**src/rtl/lsu_ctrl.sv**
```systemverilog
// rtl/lsu_ctrl.sv - load/store unit bus controller: request accept, bus handshake, timeout, response hold
package riscv_pkg;
    localparam int XLEN = 32;

    typedef enum logic [2:0] {
        MEM_BYTE   = 3'd0,
        MEM_BYTE_U = 3'd1,
        MEM_HALF   = 3'd2,
        MEM_HALF_U = 3'd3,
        MEM_WORD   = 3'd4
    } mem_op_e;
endpackage

module lsu_ctrl
    import riscv_pkg::*;
#(
    parameter int TIMEOUT_CYCLES = 64
) (
    input  logic            clk,
    input  logic            rst_n,
    input  logic            req_valid,
    input  logic            req_we,
    input  logic [XLEN-1:0] req_addr,
    input  logic [XLEN-1:0] req_wdata,
    input  mem_op_e         req_mem_op,
    output logic            req_ready,
    output logic            stall,
    output logic            rsp_valid,
    output logic [XLEN-1:0] rsp_rdata_raw,
    output logic            rsp_err,
    output logic            rsp_misaligned,
    output logic            bus_req,
    output logic            bus_we,
    output logic [XLEN-1:0] bus_addr,
    output logic [XLEN-1:0] bus_wdata,
    output logic [3:0]      bus_be,
    input  logic            bus_gnt,
    input  logic            bus_rvalid,
    input  logic [XLEN-1:0] bus_rdata,
    input  logic            bus_err
);

    typedef enum logic [1:0] {
        S_IDLE  = 2'd0,
        S_ISSUE = 2'd1,
        S_WAIT  = 2'd2,
        S_DONE  = 2'd3
    } state_e;

    // Access size code; 0 means "no access latched yet" so byte enables read 0 out of reset.
    localparam logic [1:0] SZ_NONE = 2'd0;
    localparam logic [1:0] SZ_BYTE = 2'd1;
    localparam logic [1:0] SZ_HALF = 2'd2;
    localparam logic [1:0] SZ_WORD = 2'd3;

    localparam logic [7:0] CNT_LAST = 8'(TIMEOUT_CYCLES - 1);

    state_e          state_q, state_d;
    logic [7:0]      cnt_q, cnt_d;
    logic            we_q;
    logic [XLEN-1:3+(-1)] addr_hi_q;
    logic [1:0]      off_q;
    logic [1:0]      size_q;
    logic [XLEN-1:0] wdata_q;
    logic [XLEN-1:0] rdata_q;
    logic            err_q;
    logic            mis_q;

    logic            accept;
    logic            rv_done;
    logic            to_done;
    logic            mis_c;
    logic [1:0]      size_c;
    logic [XLEN-1:0] wdata_c;

    // Decode the incoming request: alignment, access size and lane-replicated store data.
    always_comb begin
        mis_c   = 1'b0;
        size_c  = SZ_WORD;
        wdata_c = req_wdata;
        case (req_mem_op)
            MEM_BYTE, MEM_BYTE_U: begin
                size_c  = SZ_BYTE;
                wdata_c = {4{req_wdata[7:0]}};
            end
            MEM_HALF, MEM_HALF_U: begin
                mis_c   = req_addr[0];
                size_c  = SZ_HALF;
                wdata_c = {2{req_wdata[15:0]}};
            end
            default: begin
                mis_c   = |req_addr[1:0];
                size_c  = SZ_WORD;
                wdata_c = req_wdata;
            end
        endcase
    end

    // Next-state and timeout logic; a response in the last allowed cycle beats the timeout.
    always_comb begin
        state_d = state_q;
        cnt_d   = cnt_q;
        accept  = 1'b0;
        rv_done = 1'b0;
        to_done = 1'b0;
        case (state_q)
            S_IDLE: begin
                if (req_valid) begin
                    accept  = 1'b1;
                    cnt_d   = 8'd0;
                    state_d = mis_c ? S_DONE : S_ISSUE;
                end
            end
            S_ISSUE: begin
                cnt_d = cnt_q + 8'd1;
                if (cnt_q == CNT_LAST) begin
                    to_done = 1'b1;
                    state_d = S_DONE;
                end else if (bus_gnt) begin
                    state_d = S_WAIT;
                end
            end
            S_WAIT: begin
                cnt_d = cnt_q + 8'd1;
                if (bus_rvalid) begin
                    rv_done = 1'b1;
                    state_d = S_DONE;
                end else if (cnt_q == CNT_LAST) begin
                    to_done = 1'b1;
                    state_d = S_DONE;
                end
            end
            default: begin
                state_d = S_IDLE;
            end
        endcase
    end

    // State and timeout counter registers.
    always_ff @(posedge clk or negedge rst_n) begin
        if (!rst_n) begin
            state_q <= S_IDLE;
            cnt_q   <= 8'd0;
        end else begin
            state_q <= state_d;
            cnt_q   <= cnt_d;
        end
    end

    // Bus request fields latched on accept; response fields cleared on accept and filled on completion.
    always_ff @(posedge clk or negedge rst_n) begin
        if (!rst_n) begin
            we_q      <= 1'b0;
            addr_hi_q <= '0;
            off_q     <= 2'd0;
            size_q    <= SZ_NONE;
            wdata_q   <= '0;
            rdata_q   <= '0;
            err_q     <= 1'b0;
            mis_q     <= 1'b0;
        end else if (accept) begin
            we_q      <= req_we;
            addr_hi_q <= req_addr[XLEN-1:2];
            off_q     <= req_addr[1:0];
            size_q    <= size_c;
            wdata_q   <= wdata_c;
            rdata_q   <= '0;
            err_q     <= 1'b0;
            mis_q     <= mis_c;
        end else if (rv_done) begin
            rdata_q   <= we_q ? '0 : bus_rdata;
            err_q     <= bus_err;
        end else if (to_done) begin
            rdata_q   <= '0;
            err_q     <= 1'b1;
        end
    end

    // Byte enables follow the latched size and byte offset.
    always_comb begin
        bus_be = 4'b0000;
        case (size_q)
            SZ_BYTE: bus_be = 4'b0001 << off_q;
            SZ_HALF: bus_be = 4'b0011 << {off_q[1], 1'b0};
            SZ_WORD: bus_be = 4'b1111;
            default: bus_be = 4'b0000;
        endcase
    end

    assign req_ready      = (state_q == S_IDLE);
    assign stall          = ((state_q == S_IDLE) && req_valid) || (state_q == S_ISSUE) || (state_q == S_WAIT);
    assign bus_req        = (state_q == S_ISSUE);
    assign rsp_valid      = (state_q == S_DONE);
    assign bus_we         = we_q;
    assign bus_addr       = {addr_hi_q, 2'b00};
    assign bus_wdata      = wdata_q;
    assign rsp_rdata_raw  = rdata_q;
    assign rsp_err        = err_q;
    assign rsp_misaligned = mis_q;

endmodule

```
**config.mk**
```make
export PLATFORM = sky130hd
export DESIGN_NAME = lsu_ctrl
export DESIGN_NICKNAME = d
export VERILOG_FILES = /design/src/rtl/lsu_ctrl.sv
export SDC_FILE = /design/constraint.sdc
export NUM_CORES = 1
export LEC_CHECK = 0
export ABC_AREA = 1
export BUFFER_PORTS_ARGS = -buffer_cell sky130_fd_sc_hd__buf_2
export CAP_MARGIN = 30
export CELL_PAD_IN_SITES_DETAIL_PLACEMENT = 0
export CELL_PAD_IN_SITES_GLOBAL_PLACEMENT = 1
export CORE_ASPECT_RATIO = 1.25
export CORE_UTILIZATION = 30
export CTS_CLUSTER_DIAMETER = 200
export DETAILED_ROUTE_END_ITERATION = 12
export PLACE_DENSITY_LB_ADDON = 0.1
export SLEW_MARGIN = 20
export SYNTH_ARGS = -nofsm -noshare
export SYNTH_HDL_FRONTEND = slang
export SYNTH_SLANG_ARGS = --single-unit
```
**constraint.sdc**
```tcl
create_clock -name clk -period 3.12 [get_ports clk]
set_clock_uncertainty 0.05 [all_clocks]
set_input_delay 0.312 -clock clk [delete_from_list [all_inputs] [get_ports clk]]
set_output_delay 0.312 -clock clk [all_outputs]
set_load 0.1 [all_outputs]
```
==> summary.md <==
| Metric | Value |
|---|---|
| Outcome | `finished clean` |
| First-pass GRT wire length | `24,000 µm` |
| F_max | `about 410 MHz` |
| CTS tree | `yes` |
| Fillers | `1,762` |
| Initial core utilization | `between 30 and 40%` |
| Iteration-0 DRC Markers | `186` |
| Crit path cell chain | `inv_1, ha_1, nand2_2, buf_4, nand2_1, inv_2, nand2_1, nand2_1, nand2_1` |
| Routed WL | `14,900 µm` |
| Crit-path most repeated cell | `nand2_1` |
| Syn-to-layout area delta | `29.7%` |
| Die X | `118 µm` |
| Largest net degree at the start of global routing | `52` |
| Worst Max-Slew Pin Slew | `0.902 ns` |
| Period utilisation layout | `between 70 and 80%` |
| Row count | `52` |
| Register-to-register setup slack | `0.67 ns` |
| Min-delay src | `req_addr[2]` |
| Number of buffers created by CTS | `9` |
| Synthesized area | `5060 µm²` |
| Post-Layout Cell Count | `~1k` |
| Hold path depth | `3` |
| Critical path's largest stage delay | `0.67 ns` |
| TritonCTS sink count | `111` |
| Slew Viols, Final | `0` |
| Worst R2R End | `rsp_err` |
| Slowest-stage cell, CP | `inv_2` |
| Antenna violations before repair | `0` |
| Number of global-route vias before repair | `4,614` |
| H-tree lvl count | `3` |
| Share of layout cells above drive strength 1 | `between 30% and 40%` |
| Post-route cell area | `6560 µm²` |
| GRT Util Overall | `17.6%` |
| RSZ-0062 raised after global routing | `false` |
| Register area share after synthesis | `between 50% and 60%` |
| Post-CTS setup buffers | `0` |
| Vias | `4,541` |
| Launching point of the worst reg2reg path | `state_q[0]` |
| Critical path required time | `roughly 3.3 ns` |
| Max-cap check violation count | `0` |
| Total placed instance area | `6260 µm²` |
| Final antenna-violating net count | `0` |
| Clk root buf | `clkbuf_16` |
| Buffer and inverter count on the worst path | `3` |
| Max FO, Critical Path | `36` |
| Clock transition at path regs | `0.07 ns` |
| Final #Nets | `893` |
| Synth warn | `0` |
| Die ar. | `between 15,000 and 20,000 µm²` |
| Hold WC Path Type | `primary input to register` |
| Maximum root-to-sink buffer count | `2` |
| Setup-failing EPs final | `0` |
| Startpoint class of the critical path | `register` |
| FF+latch count, synth | `111` |
| Crit Path Category | `register to register` |
| Min cycle time layout | `about 2.5 ns` |
| Fin. Hold Viols | `0` |
| Drt pass-1 iters | `4` |
| Core Area | `roughly 16,000 µm²` |
| WP data arrival | `2.65 ns` |
| Antenna diodes | `0` |
| GRT overflow | `0` |
| Placer Congestion | `0.782` |
| Dpl hpwl | `10,700 µm` |
| Synth cell types | `29` |
| Final core utilization | `between 40% and 50%` |
| Wire per inst | `14.8 µm` |
| Worst Reg-to-Reg Cells | `9` |
| Port bufs | `209` |
| Hold Path End | `addr_hi_q[2]` |
| Top delay family on crit path | `buffers and inverters` |
| Max transition margin | `39.7%` |
| Placed cells | `986` |
| Synth Instances | `between 500 and 600` |
| Top Ports | `about 210` |
| Setup TNS | `0 ns` |
| DIE HEIGHT | `147 µm` |
| Skew-Pair Late Insertion Delay | `0.35 ns` |
| Residual DRC | `0` |
| Vias per std cell | `4.53` |
| Worst Setup End Kind | `register` |
| Post-Syn Area per Cell | `8.71 µm²` |
## sequential cells by signal, summed over array words and instances (netlist names)
signal          count
off_q               2
bus_we              1
cnt_q               8
rsp_rdata_raw      32
addr_hi_q          30
rsp_misaligned      1
state_q             2
bus_wdata          32
rsp_err             1
size_q              2
## Yosys cell counts
cell | count | area (µm²)
a21oi_1 | 23 | 115
a21oi_2 | 1 | 8.76
a31oi_1 | 2 | 12.5
buf_2 | 14 | 70.1
buf_4 | 7 | 52.6
buf_6 | 7 | 78.8
clkinv_1 | 1 | 3.75
conb_1 | 1 | 3.75
dfrtp_1 | 111 | 2780
ha_1 | 5 | 62.6
inv_1 | 25 | 93.8
inv_2 | 3 | 11.3
nand2_1 | 262 | 983
nand2_2 | 5 | 31.3
nand2_4 | 1 | 11.3
nand3_1 | 12 | 60.1
nand3_2 | 31 | 310
nand4_1 | 2 | 12.5
nor2_1 | 30 | 113
nor2_2 | 1 | 6.26
nor2_4 | 1 | 11.3
nor3_1 | 1 | 5.00
nor3_4 | 1 | 16.3
o211ai_1 | 4 | 30.0
o21ai_0 | 19 | 95.1
o21ai_1 | 1 | 5.00
o221ai_1 | 4 | 35.0
o31ai_1 | 5 | 37.5
xnor2_1 | 1 | 8.76
## worst max path at each step
| stage | start | end | cells after the start |
|---|---|---|---|
| after floorplan | off_q[1] | bus_be[3] | 2 |
| after global placement | state_q[0] | rsp_err | 9 |
| after CTS | state_q[0] | rsp_err | 9 |
| final | state_q[0] | rsp_err | 9 |
| after detailed placement | state_q[0] | rsp_err | 9 |
| after global routing | state_q[0] | rsp_err | 9 |
## cell type report
cell class	instances	area, µm²	area share, %
inverter	29	109	1.66
multi-input combinational	414	1980	30.2
timing repair buffer	217	1130	17.2
sequential	111	2780	42.3
clock buffer	10	239	3.64
tap	216	270	4.12
clock inverter	5	56.3	0.858
## tightest hold or removal path: cells and delay by family
kind | cells | cell delay, ns
and+or+nand+nor | 2 | 0.08
buffers and inverters | 1 | 0.07
## routing by layer
metal | global-route usage, % | wire [µm] | vias up
met3 | 3.07 | 798 | 19
met2 | 31.0 | 7430 | 129
li1 | - | - | 2232
met5 | 0 | 0 | -
met4 | 7.12 | 317 | 0
met1 | 21.1 | 6320 | 2161
## cell families (layout without fill, tap and decap cells)
family / count (synthesis) / after routing / share of synthesized area (%)
flops: 111 / 111 / 54.9
buf+inv: 57 / 261 / 6.13
simple gates: 347 / 347 / 30.8
fa+ha+maj: 5 / 5 / 1.24
xor+xnor: 1 / 1 / 0.173
other cells: 1 / 2 / 0.0741
compound gates: 59 / 59 / 6.70
## through the flow
stage / hold slack [ns] / setup slack, ns
2_1_floorplan: -0.0336 / 0.0675
3_3_place_gp: 0.318 / 0.623
3_5_place_dp: 0.329 / 0.620
4_1_cts: 0.0837 / 0.622
5_1_grt: 0.0922 / 0.470
6_report: 0.0977 / 0.665
## placed cells by master (no fill, tap or decap), types with 4 or more instances in the layout
cell,n
nand3_2,31
o21ai_0,19
nand2_2,6
buf_2,208
clkbuf_16,9
o31ai_1,5
dfrtp_1,111
nor2_1,30
ha_1,5
buf_4,6
nand2_1,261
nand3_1,12
o211ai_1,4
o221ai_1,4
inv_1,25
a21oi_1,23
## timing repair
item / in CTS / in global routing
hold buffers: 1 / 0
endpoints found under the hold margin: 45 / 0
resized for setup: 0 / 0
Power is left out: the tool's default activity adds up to more than one toggle a clock period on the data nets, which glitch-free logic cannot reach.
